<file path="src/rtl/mem_arbiter.sv">
// -----------------------------------------------------------------------------
// mem_arbiter
//
// Round-robin arbiter that multiplexes NUM_PORTS requesters (core, servo
// control, IR decoder, VGA reader) onto one single-port memory with a fixed
// read latency. One access is issued per clock. Read data is returned to the
// port that issued the read, in issue order.
//
// Optional feature (compile-time macro MEM_ARB_PRIO_EN):
//   defined   - port 0 has strict priority. Ports 1..NUM_PORTS-1 share the
//               round-robin pointer, which moves only on grants to them.
//   undefined - pure round-robin over all ports.
//
// Parameters:
//   NUM_PORTS  number of requester ports (2..8)
//   ADDR_W     address width
//   DATA_W     data width
//   MEM_LAT    cycles from mem_en to mem_rdata valid (1..4)
//
// Ports:
//   clock      system clock, rising edge
//   reset      asynchronous, active-high reset
//   req        per-port request, held until acked
//   we         per-port write enable (1 = write, 0 = read)
//   addr       flattened per-port address, port i at [i*ADDR_W +: ADDR_W]
//   wdata      flattened per-port write data, port i at [i*DATA_W +: DATA_W]
//   ack        combinational one-hot grant (accepted at the closing edge)
//   rvalid     registered one-hot read-return strobe
//   rdata      registered read data shared by all ports, qualified by rvalid
//   mem_en     registered memory access strobe
//   mem_we     registered memory write enable
//   mem_addr   registered memory address
//   mem_wdata  registered memory write data
//   mem_rdata  memory read data, valid MEM_LAT cycles after mem_en
// -----------------------------------------------------------------------------
module mem_arbiter #(
  parameter int NUM_PORTS = 2,
  parameter int ADDR_W    = 24,
  parameter int DATA_W    = 16,
  parameter int MEM_LAT   = 1
) (
  input  logic                        clock,
  input  logic                        reset,
  input  logic [NUM_PORTS-1:0]        req,
  input  logic [NUM_PORTS-1:0]        we,
  input  logic [NUM_PORTS*ADDR_W-1:0] addr,
  input  logic [NUM_PORTS*DATA_W-1:0] wdata,
  output logic [NUM_PORTS-1:0]        ack,
  output logic [NUM_PORTS-1:0]        rvalid,
  output logic [DATA_W-1:0]           rdata,
  output logic                        mem_en,
  output logic                        mem_we,
  output logic [ADDR_W-1:0]           mem_addr,
  output logic [DATA_W-1:0]           mem_wdata,
  input  logic [DATA_W-1:0]           mem_rdata
);

  localparam int PTR_W = $clog2(NUM_PORTS);
  // One slot per cycle between the grant edge and the cycle in which
  // mem_rdata is valid for that read.
  localparam int DEPTH = MEM_LAT + 1;

`ifdef MEM_ARB_PRIO_EN
  // Port 0 is handled ahead of the rotating search.
  localparam int FIRST = 1;
`else
  localparam int FIRST = 0;
`endif

  function automatic logic [NUM_PORTS-1:0] port_onehot(input logic [PTR_W-1:0] id);
    logic [NUM_PORTS-1:0] v;
    for (int i = 0; i < NUM_PORTS; i++) begin
      v[i] = (id == PTR_W'(i));
    end
    return v;
  endfunction

  // Next search start after a grant to port id. Wrapping to 0 also works in
  // priority mode: the rotating search never looks at port 0, so a pointer
  // of 0 starts at port 1.
  function automatic logic [PTR_W-1:0] next_ptr(input logic [PTR_W-1:0] id);
    return (id == PTR_W'(NUM_PORTS - 1)) ? '0 : id + PTR_W'(1);
  endfunction

  logic [PTR_W-1:0]            ptr;
  logic                        grant_vld;
  logic [PTR_W-1:0]            grant_id;
  logic                        sel_we;
  logic [ADDR_W-1:0]           sel_addr;
  logic [DATA_W-1:0]           sel_wdata;
  logic [DEPTH-1:0]            vld_p;
  logic [DEPTH-1:0][PTR_W-1:0] id_p;

  // ---- arbitration stage (combinational, cycle of the grant) ----
  // Round robin is done as two ordered passes over the ports: the first pass
  // accepts only ports at or above the pointer, the second takes the lowest
  // requester overall. The first hit across both passes is the next
  // requester in the p, p+1, ..., 0, ... order.
  always_comb begin
    grant_vld = 1'b0;
    grant_id  = '0;
    sel_we    = 1'b0;
    sel_addr  = '0;
    sel_wdata = '0;
`ifdef MEM_ARB_PRIO_EN
    if (req[0]) begin
      grant_vld = 1'b1;
      grant_id  = '0;
      sel_we    = we[0];
      sel_addr  = addr[0 +: ADDR_W];
      sel_wdata = wdata[0 +: DATA_W];
    end
`endif
    for (int pass = 0; pass < 2; pass++) begin
      for (int i = FIRST; i < NUM_PORTS; i++) begin
        if (!grant_vld && req[i] && (pass == 1 || PTR_W'(i) >= ptr)) begin
          grant_vld = 1'b1;
          grant_id  = PTR_W'(i);
          sel_we    = we[i];
          sel_addr  = addr[i*ADDR_W +: ADDR_W];
          sel_wdata = wdata[i*DATA_W +: DATA_W];
        end
      end
    end
  end

  assign ack = (grant_vld && !reset) ? port_onehot(grant_id) : '0;

  // ---- issue stage: memory command registers and the return tracker ----
  // vld_p/id_p track each read from the grant edge until its data arrives on
  // mem_rdata; the last slot lines up with the data and loads rvalid/rdata.
  always_ff @(posedge clock or posedge reset) begin
    if (reset) begin
      ptr       <= '0;
      mem_en    <= 1'b0;
      mem_we    <= 1'b0;
      mem_addr  <= '0;
      mem_wdata <= '0;
      vld_p     <= '0;
      id_p      <= '0;
      rvalid    <= '0;
      rdata     <= '0;
    end else begin
      mem_en <= grant_vld;
      if (grant_vld) begin
        mem_we    <= sel_we;
        mem_addr  <= sel_addr;
        mem_wdata <= sel_wdata;
`ifdef MEM_ARB_PRIO_EN
        if (grant_id != '0) begin
          ptr <= next_ptr(grant_id);
        end
`else
        ptr <= next_ptr(grant_id);
`endif
      end
      vld_p <= {vld_p[DEPTH-2:0], grant_vld & ~sel_we};
      id_p  <= {id_p[DEPTH-2:0], grant_id};
      // ---- return stage: capture memory data for the read now due ----
      rvalid <= vld_p[DEPTH-1] ? port_onehot(id_p[DEPTH-1]) : '0;
      if (vld_p[DEPTH-1]) begin
        rdata <= mem_rdata;
      end
    end
  end

endmodule

</file>
<file path="config.mk">
export PLATFORM = sky130hd
export DESIGN_NAME = mem_arbiter
export DESIGN_NICKNAME = d
export VERILOG_FILES = /design/src/rtl/mem_arbiter.sv
export SDC_FILE = /design/constraint.sdc
export NUM_CORES = 1
export LEC_CHECK = 0
export ABC_AREA = 1
export BUFFER_PORTS_ARGS = -buffer_cell sky130_fd_sc_hd__buf_2
export CORE_ASPECT_RATIO = 0.7
export CORE_MARGIN = 8
export CORE_UTILIZATION = 45
export DETAILED_ROUTE_END_ITERATION = 10
export GPL_ROUTABILITY_DRIVEN = 0
export PLACE_DENSITY = 0.9
export SETUP_SLACK_MARGIN = 0.1
export SLEW_MARGIN = 15
export SYNTH_ARGS = -nofsm -noshare
export SYNTH_HDL_FRONTEND = slang
export SYNTH_SLANG_ARGS = --single-unit
</file>
<file path="constraint.sdc">
create_clock -name clock -period 2.9 [get_ports clock]
set_input_delay 0.58 -clock clock [delete_from_list [all_inputs] [get_ports clock]]
set_output_delay 0.58 -clock clock [all_outputs]
set_load 0.02 [all_outputs]
</file>
==> results.json, run 1 <==
{
  "outcome": "finished clean",
  "antenna_cells": 0,
  "path_depth": 4,
  "syn-num-nets": 539,
  "ys_ff_latch": 65,
  "hpwl_um": 7010,
  "drt_iter0_drc": 231,
  "std_cell_rows": 25,
  "maxCapViolCount": 0,
  "yosys.cell_count.top_type": "nand2_1",
  "worstSkewPairLatency_ps": 330,
  "crit_type": "reg -> out",
  "setup_viol": 0,
  "postCtsResizedCells": 0,
  "tns_ps": 0,
  "async_flop_share_pct": 100,
  "crit_buf_inv": 1,
  "port-buffer-count": 163,
  "synth_area_leader_cell": "dfrtp_1",
  "initial_utilization_pct": 46.5,
  "drive_above_1_share_pct": 31.4,
  "wire_per_inst_um": 13.4,
  "register_area_mm2": 0.00163,
  "power_density_mw_per_mm2": 580,
  "overflow": 0,
  "ys_types": 16,
  "rsz0062_at_grt": "no",
  "worstSetupEndpointType": "output port",
  "dieArea_mm2": 0.00999,
  "drv_slew": 0,
  "grt-busiest-layer": "met2",
  "synth.cell_area_mm2": 0.00316,
  "stdcell_area_mm2": 0.00424,
  "p_leak_nw": 2.56,
  "timing.final.crit_share_pct": 67.8,
  "skew_ps": 7.92,
  "ys_seq_area_share_pct": 51.5,
  "yosysWarningCount": 0,
  "cts_made_buffers": 9,
  "io-pin-count": 164,
  "dieHeight_um": 86.1,
  "holdWs_ps": 360,
  "cts.clk_slew.worst_paths_ps": 70,
  "grt_usage_pct": 18.5,
  "ant_nets": 0,
  "cts_max_level": 3,
  "worstRegToRegCells": 6,
  "ys.flop_type": "dfrtp_1",
  "vias_per_cell": 4.53,
  "syn_area_per_cell_um2": 7.22,
  "grt_antenna_before_repair": 0,
  "hold_buffers": 0,
  "post-route-drc-count": 0,
  "fillers": 623,
  "min_period_ps": 1970,
  "relSlewSlack_pct": 57.4,
  "die_width_um": 116,
  "grt_pass1_vias": 3214,
  "multi_input_area_mm2": 0.00124,
  "slowest_stage": "dfrtp_1",
  "post_cts_buffers": 0,
  "syn2layout_area_growth_pct": 34.2,
  "dr.pass1.iters": 4,
  "cts_buffer_depth": 2,
  "grt_pass1_wl_um": 14700,
  "dpl_cell_area_mm2": 0.00404,
  "cts_tree": "built",
  "use_met2_pct": 31.7,
  "path_common_cell": "nand2_2",
  "yosys-top-cells-count": "158 x nand2_1, 112 x nor2_1, 65 x dfrtp_1",
  "arrival_ps": 1390,
  "routed_wl_um": 9310,
  "grtUsageMet3_pct": 7.01,
  "min-delay-path-class": "in -> async",
  "synth_edf_count": 0,
  "syn_inst": 437,
  "grt_max_degree": 67,
  "path_cells": "nand2_2 > nand2_2 > nor2_1 > buf_2",
  "worstPathMaxFanout": 16,
  "crit_family": "simple AND/OR/NAND/NOR gates",
  "clockRootBuffer": "clkbuf_8",
  "ir_drop_v": 0.000234,
  "synth.area.top_cells": "dfrtp_1 52%, nand2_1 19%, nor2_1 13%, inv_1 5.6%, nand3b_1 3.6%",
  "max_slew.worst_pin.slew_ps": 638,
  "startpoint_type": "register",
  "vias": 3147,
  "coreArea_mm2": 0.00679,
  "cts_sinks": 65,
  "nets": 699,
  "max_freq_ghz": 0.509,
  "required_ps": 2320,
  "final-hold-violation-count": 0,
  "slowest_delay_ps": 400,
  "synth_top_cell_area_share_pct": 51.5,
  "use_met1_pct": 20.7
}
[where the power goes]
part	leakage, nW	internal [mW]	total [mW]	switching (mW)
clock	0.0981	0.414	0.754	0.340
sequential	0.747	1.02	1.08	0.0610
combinational	1.71	0.217	0.620	0.403
[worst register-to-register path: cells and delay by family, from the launching register on]
kind	cells	cell delay, ps
buffers and inverters	1	510
flip-flops	1	370
AND/OR/NAND/NOR	5	620
[state kept, by name, summed over array words and instances, names as in the netlist]
name       cells
rvalid         2
mem_wdata     16
vld_p          2
id_p           2
mem_addr      24
mem_we         1
rdata         16
ptr            1
mem_en         1
[final timing paths]
check	from	endpoint	slack, ps
worst min register to register	id_p[0]	id_p[1]	360
worst max register to register	ptr	mem_wdata[7]	1280
worst max-delay path	ptr	ack[0]	930
min in group clock	id_p[0]	id_p[1]	360
max in group asynchronous	reset	mem_addr[17]	1900
worst min-delay path	reset	rdata[10]	360
[logic make-up after synthesis]
family	count (synthesis)	share of synthesized area [%]
buf+inv	69	9.31
flops	65	51.5
simple gates	302	39.0
compound gates	1	0.158
[placed cells by master, fill, tap and decap left out, types with 2 or more instances in the layout]
cell / n
nand3b_1: 15
dfrtp_1: 65
and2_0: 7
nand2_1: 158
inv_1: 46
nor2_1: 111
buf_4: 6
nand2_2: 2
clkinv_2: 2
and2_1: 7
buf_2: 163
clkbuf_8: 10
[stage by stage]
stage	instances	worst slack [ps]	util, %	total power, mW
after floorplan	437	694	-	1.47
after global placement	680	923	59.6	1.70
after detailed placement	680	903	59.6	1.73
after CTS	695	883	62.4	2.49
after global routing	695	821	62.4	2.59
final	695	934	62.4	2.46
[metal layers]
layer,vias up,part of all wire [%]
met3,10,11
met4,0,0.96
met2,127,47
met1,1420,41
li1,1590,-
met5,-,0
[final cells by class]
class,instances,share of cell area [%]
multi-input combinational,303,29.2
clock inverter,5,1.33
sequential,65,38.4
timing repair buffer,170,20.8
clock buffer,10,3.25
tap,94,2.78
inverter,48,4.25
(Power assumes the default switching activity.)
==> run 2: changes to the inputs <==
--- a/config.mk
+++ b/config.mk
@@ -5,14 +5,14 @@
 export SDC_FILE = /design/constraint.sdc
 export NUM_CORES = 1
 export LEC_CHECK = 0
-export ABC_AREA = 1
+export ABC_AREA = 0
 export BUFFER_PORTS_ARGS = -buffer_cell sky130_fd_sc_hd__buf_2
 export CORE_ASPECT_RATIO = 0.7
 export CORE_MARGIN = 8
-export CORE_UTILIZATION = 45
+export CORE_UTILIZATION = 46
 export DETAILED_ROUTE_END_ITERATION = 10
 export GPL_ROUTABILITY_DRIVEN = 0
-export PLACE_DENSITY = 0.9
+export PLACE_DENSITY = 0.91
 export SETUP_SLACK_MARGIN = 0.1
 export SLEW_MARGIN = 15
 export SYNTH_ARGS = -nofsm -noshare
==> constraint.sdc (replaced) <==
create_clock -name clock -period 1.85 [get_ports clock]
set_input_delay 0.37 -clock clock [delete_from_list [all_inputs] [get_ports clock]]
set_output_delay 0.37 -clock clock [all_outputs]
set_load 0.02 [all_outputs]
==> run 2 against run 1 <==
Effect of this change: synthesized cell count down 45%; first-iteration DRC count down 47%; synthesized area up 1.3%; die area down 0.75%; total power up 70%; worst hold slack worse by 320 ps; wire length down 1.4%; flip-flop and latch count unchanged.
==> results.json, run 2 <==
{
  "ys_seq_area_share_pct": 50.9,
  "final_util_pct": 62.9,
  "yosys-top-cells-count": "65 x dfrtp_1, 40 x o221a_2, 38 x a211o_1",
  "synth_top_cell_area_share_pct": 50.9,
  "crit_type": "reg -> out",
  "worstSkewPairLatency_ps": 320,
  "syn2layout_area_growth_pct": 33.0,
  "largest_register": "mem_addr",
  "arrival_ps": 1300,
  "tns_ps": 0,
  "maxCapViolCount": 0,
  "cts_made_buffers": 9,
  "vias": 2694,
  "ant_nets": 0,
  "hpwl_um": 6890,
  "pre_cts_ws_ps": 294,
  "ir_drop_v": 0.000444,
  "hold_buffers": 0,
  "ys_types": 25,
  "yosysWarningCount": 0,
  "synth_area_leader_cell": "dfrtp_1",
  "worstRegToRegCells": 4,
  "max_slew.worst_pin.slew_ps": 411,
  "overflow": 0,
  "synth-simple-area-share_pct": 10.3,
  "synth_top_family_by_area": "compound AO/OA/AOI/OAI gates",
  "synth_xor_area_share_pct": 0,
  "outcome": "finished clean",
  "grt_max_degree": 51,
  "vias_per_cell": 5.36,
  "min_period_ps": 1670,
  "holdWs_ps": 38.1,
  "largestRegisters": "mem_addr (24), mem_wdata (16), rdata (16)",
  "worstPathMaxFanout": 9,
  "relSlewSlack_pct": 72.6,
  "cts_max_level": 3,
  "drv_slew": 0,
  "crit_family": "flip-flops",
  "p_leak_nw": 2.10,
  "dieArea_mm2": 0.00992,
  "cts_tree": "built",
  "reg2reg_slack_ps": 480,
  "mostFrequentLayoutCells": "163 x buf_2, 65 x dfrtp_1, 40 x o221a_2",
  "min-delay-path-class": "in -> async",
  "setup_viol": 0,
  "die_width_um": 116,
  "startpoint_type": "register",
  "cts_sinks": 65,
  "ys.flop_type": "dfrtp_1",
  "async_flop_share_pct": 100,
  "postCtsResizedCells": 0,
  "synth.area.mux_share_pct": 5.63,
  "skew_ps": 4.00,
  "synthAdderAreaFrac_pct": 0,
  "cts.clk_slew.worst_paths_ps": 70,
  "drt_iter0_drc": 122,
  "dieHeight_um": 85.8,
  "antenna_cells": 0,
  "initial_utilization_pct": 47.3,
  "wire_per_inst_um": 18.3,
  "syn-num-nets": 344,
  "std_cell_rows": 25,
  "rsz0062_at_grt": "no",
  "worstSetupEndpointType": "output port",
  "drive_above_1_share_pct": 63.3,
  "ys_ff_latch": 65,
  "cts_buffer_depth": 2,
  "largest_register_ffs": 24,
  "yosys.cell_count.top_type": "dfrtp_1",
  "slowest_stage": "dfrtp_1",
  "routed_wl_um": 9180,
  "clockRootBuffer": "clkbuf_8",
  "setup_ws_ps": 182,
  "synth.cell_area_mm2": 0.00320,
  "power_density_mw_per_mm2": 982,
  "slowest_delay_ps": 410,
  "grt_pass1_vias": 3015,
  "grt_antenna_before_repair": 0,
  "required_ps": 1480,
  "timing.final.crit_share_pct": 90.2,
  "port-buffer-count": 163,
  "grt_usage_pct": 18.5,
  "io-pin-count": 164,
  "syn_area_per_cell_um2": 13.2,
  "mostFrequentLayoutCell": "buf_2",
  "synth.area.top_cells": "dfrtp_1 51%, o221a_2 14%, a211o_1 10%, nor2b_1 6.8%, mux2_2 5.6%",
  "max_freq_ghz": 0.599,
  "path_depth": 4,
  "coreArea_mm2": 0.00676,
  "path_cells": "nand2b_2 > nand2_4 > nor2_1 > buf_2",
  "nets": 506,
  "stdcell_area_mm2": 0.00425,
  "reg2reg_from": "ptr",
  "crit_buf_inv": 1,
  "synth_edf_count": 0,
  "synth_compound_area_share_pct": 25.8,
  "syn_inst": 242,
  "timing.rr.end": "mem_addr[12]",
  "grt_pass1_wl_um": 14600,
  "dr.pass1.iters": 4,
  "dpl_cell_area_mm2": 0.00400,
  "final-hold-violation-count": 0,
  "post-route-drc-count": 0
}
run 2: changes by cell type in the layout (fill, tap and decap cells not counted), sizes merged, moves of 6 or more:
| cell | before | now |
|---|---|---|
| o221a | 0 | 41 |
| nand2 | 160 | 3 |
| and2b | 0 | 6 |
| nor2b | 0 | 35 |
| mux2 | 0 | 16 |
| a211o | 0 | 40 |
| and2 | 14 | 1 |
| nor2 | 112 | 2 |
| nand3b | 15 | 0 |
| inv | 47 | 2 |
| buf | 170 | 176 |
run 2: worst max path at each step:
stage | startpoint | end
finish | ptr | ack[1]
CTS | ptr | ack[1]
floorplan | ptr | ack[1]
detailed placement | req[0] | mem_wdata[5]
global route | ptr | ack[1]
global placement | req[0] | mem_addr[12]
run 2: cell families after synthesis:
logic type	count (synthesis)
buffers and inverters	28
and+or+nand+nor	50
AOI/OAI and AO/OA	83
DFF	65
muxes	16
run 2: final cells by class:
cell class	instances	area (µm²)
Fill cell	565	2500
Sequential cell	65	1630
Multi-Input combinational cell	149	1340
Timing Repair Buffer	176	938
Clock buffer	9	124
Tap cell	94	118
Clock inverter	7	95.1
Inverter	3	15.0
run 2: stage by stage:
step	power [mW]	std cells
floorplan	2.48	242
global placement	2.85	483
detailed placement	2.90	483
CTS	4.22	499
global route	4.38	503
finish	4.18	503
run 2: timing repair:
item | 4_1_cts | 5_1_grt
buffers inserted | 0 | 4
setup endpoints to repair | 0 | 1
endpoints found under the hold margin | 0 | 0
run 2: per-layer routing:
layer  up-vias  GRT usage [%]  wire length (µm)
met5         -              0                 0
met4         0           6.10               119
met3        10           6.17               748
met2       110           32.2              4590
met1      1315           20.9              3730
li1       1259              -                 -
run 2: report_power, final:
part	total [mW]	switching, mW	internal [mW]
logic	1.15	0.627	0.526
clock network	1.30	0.546	0.758
registers	1.72	0.0972	1.62
total	4.18	1.27	2.90
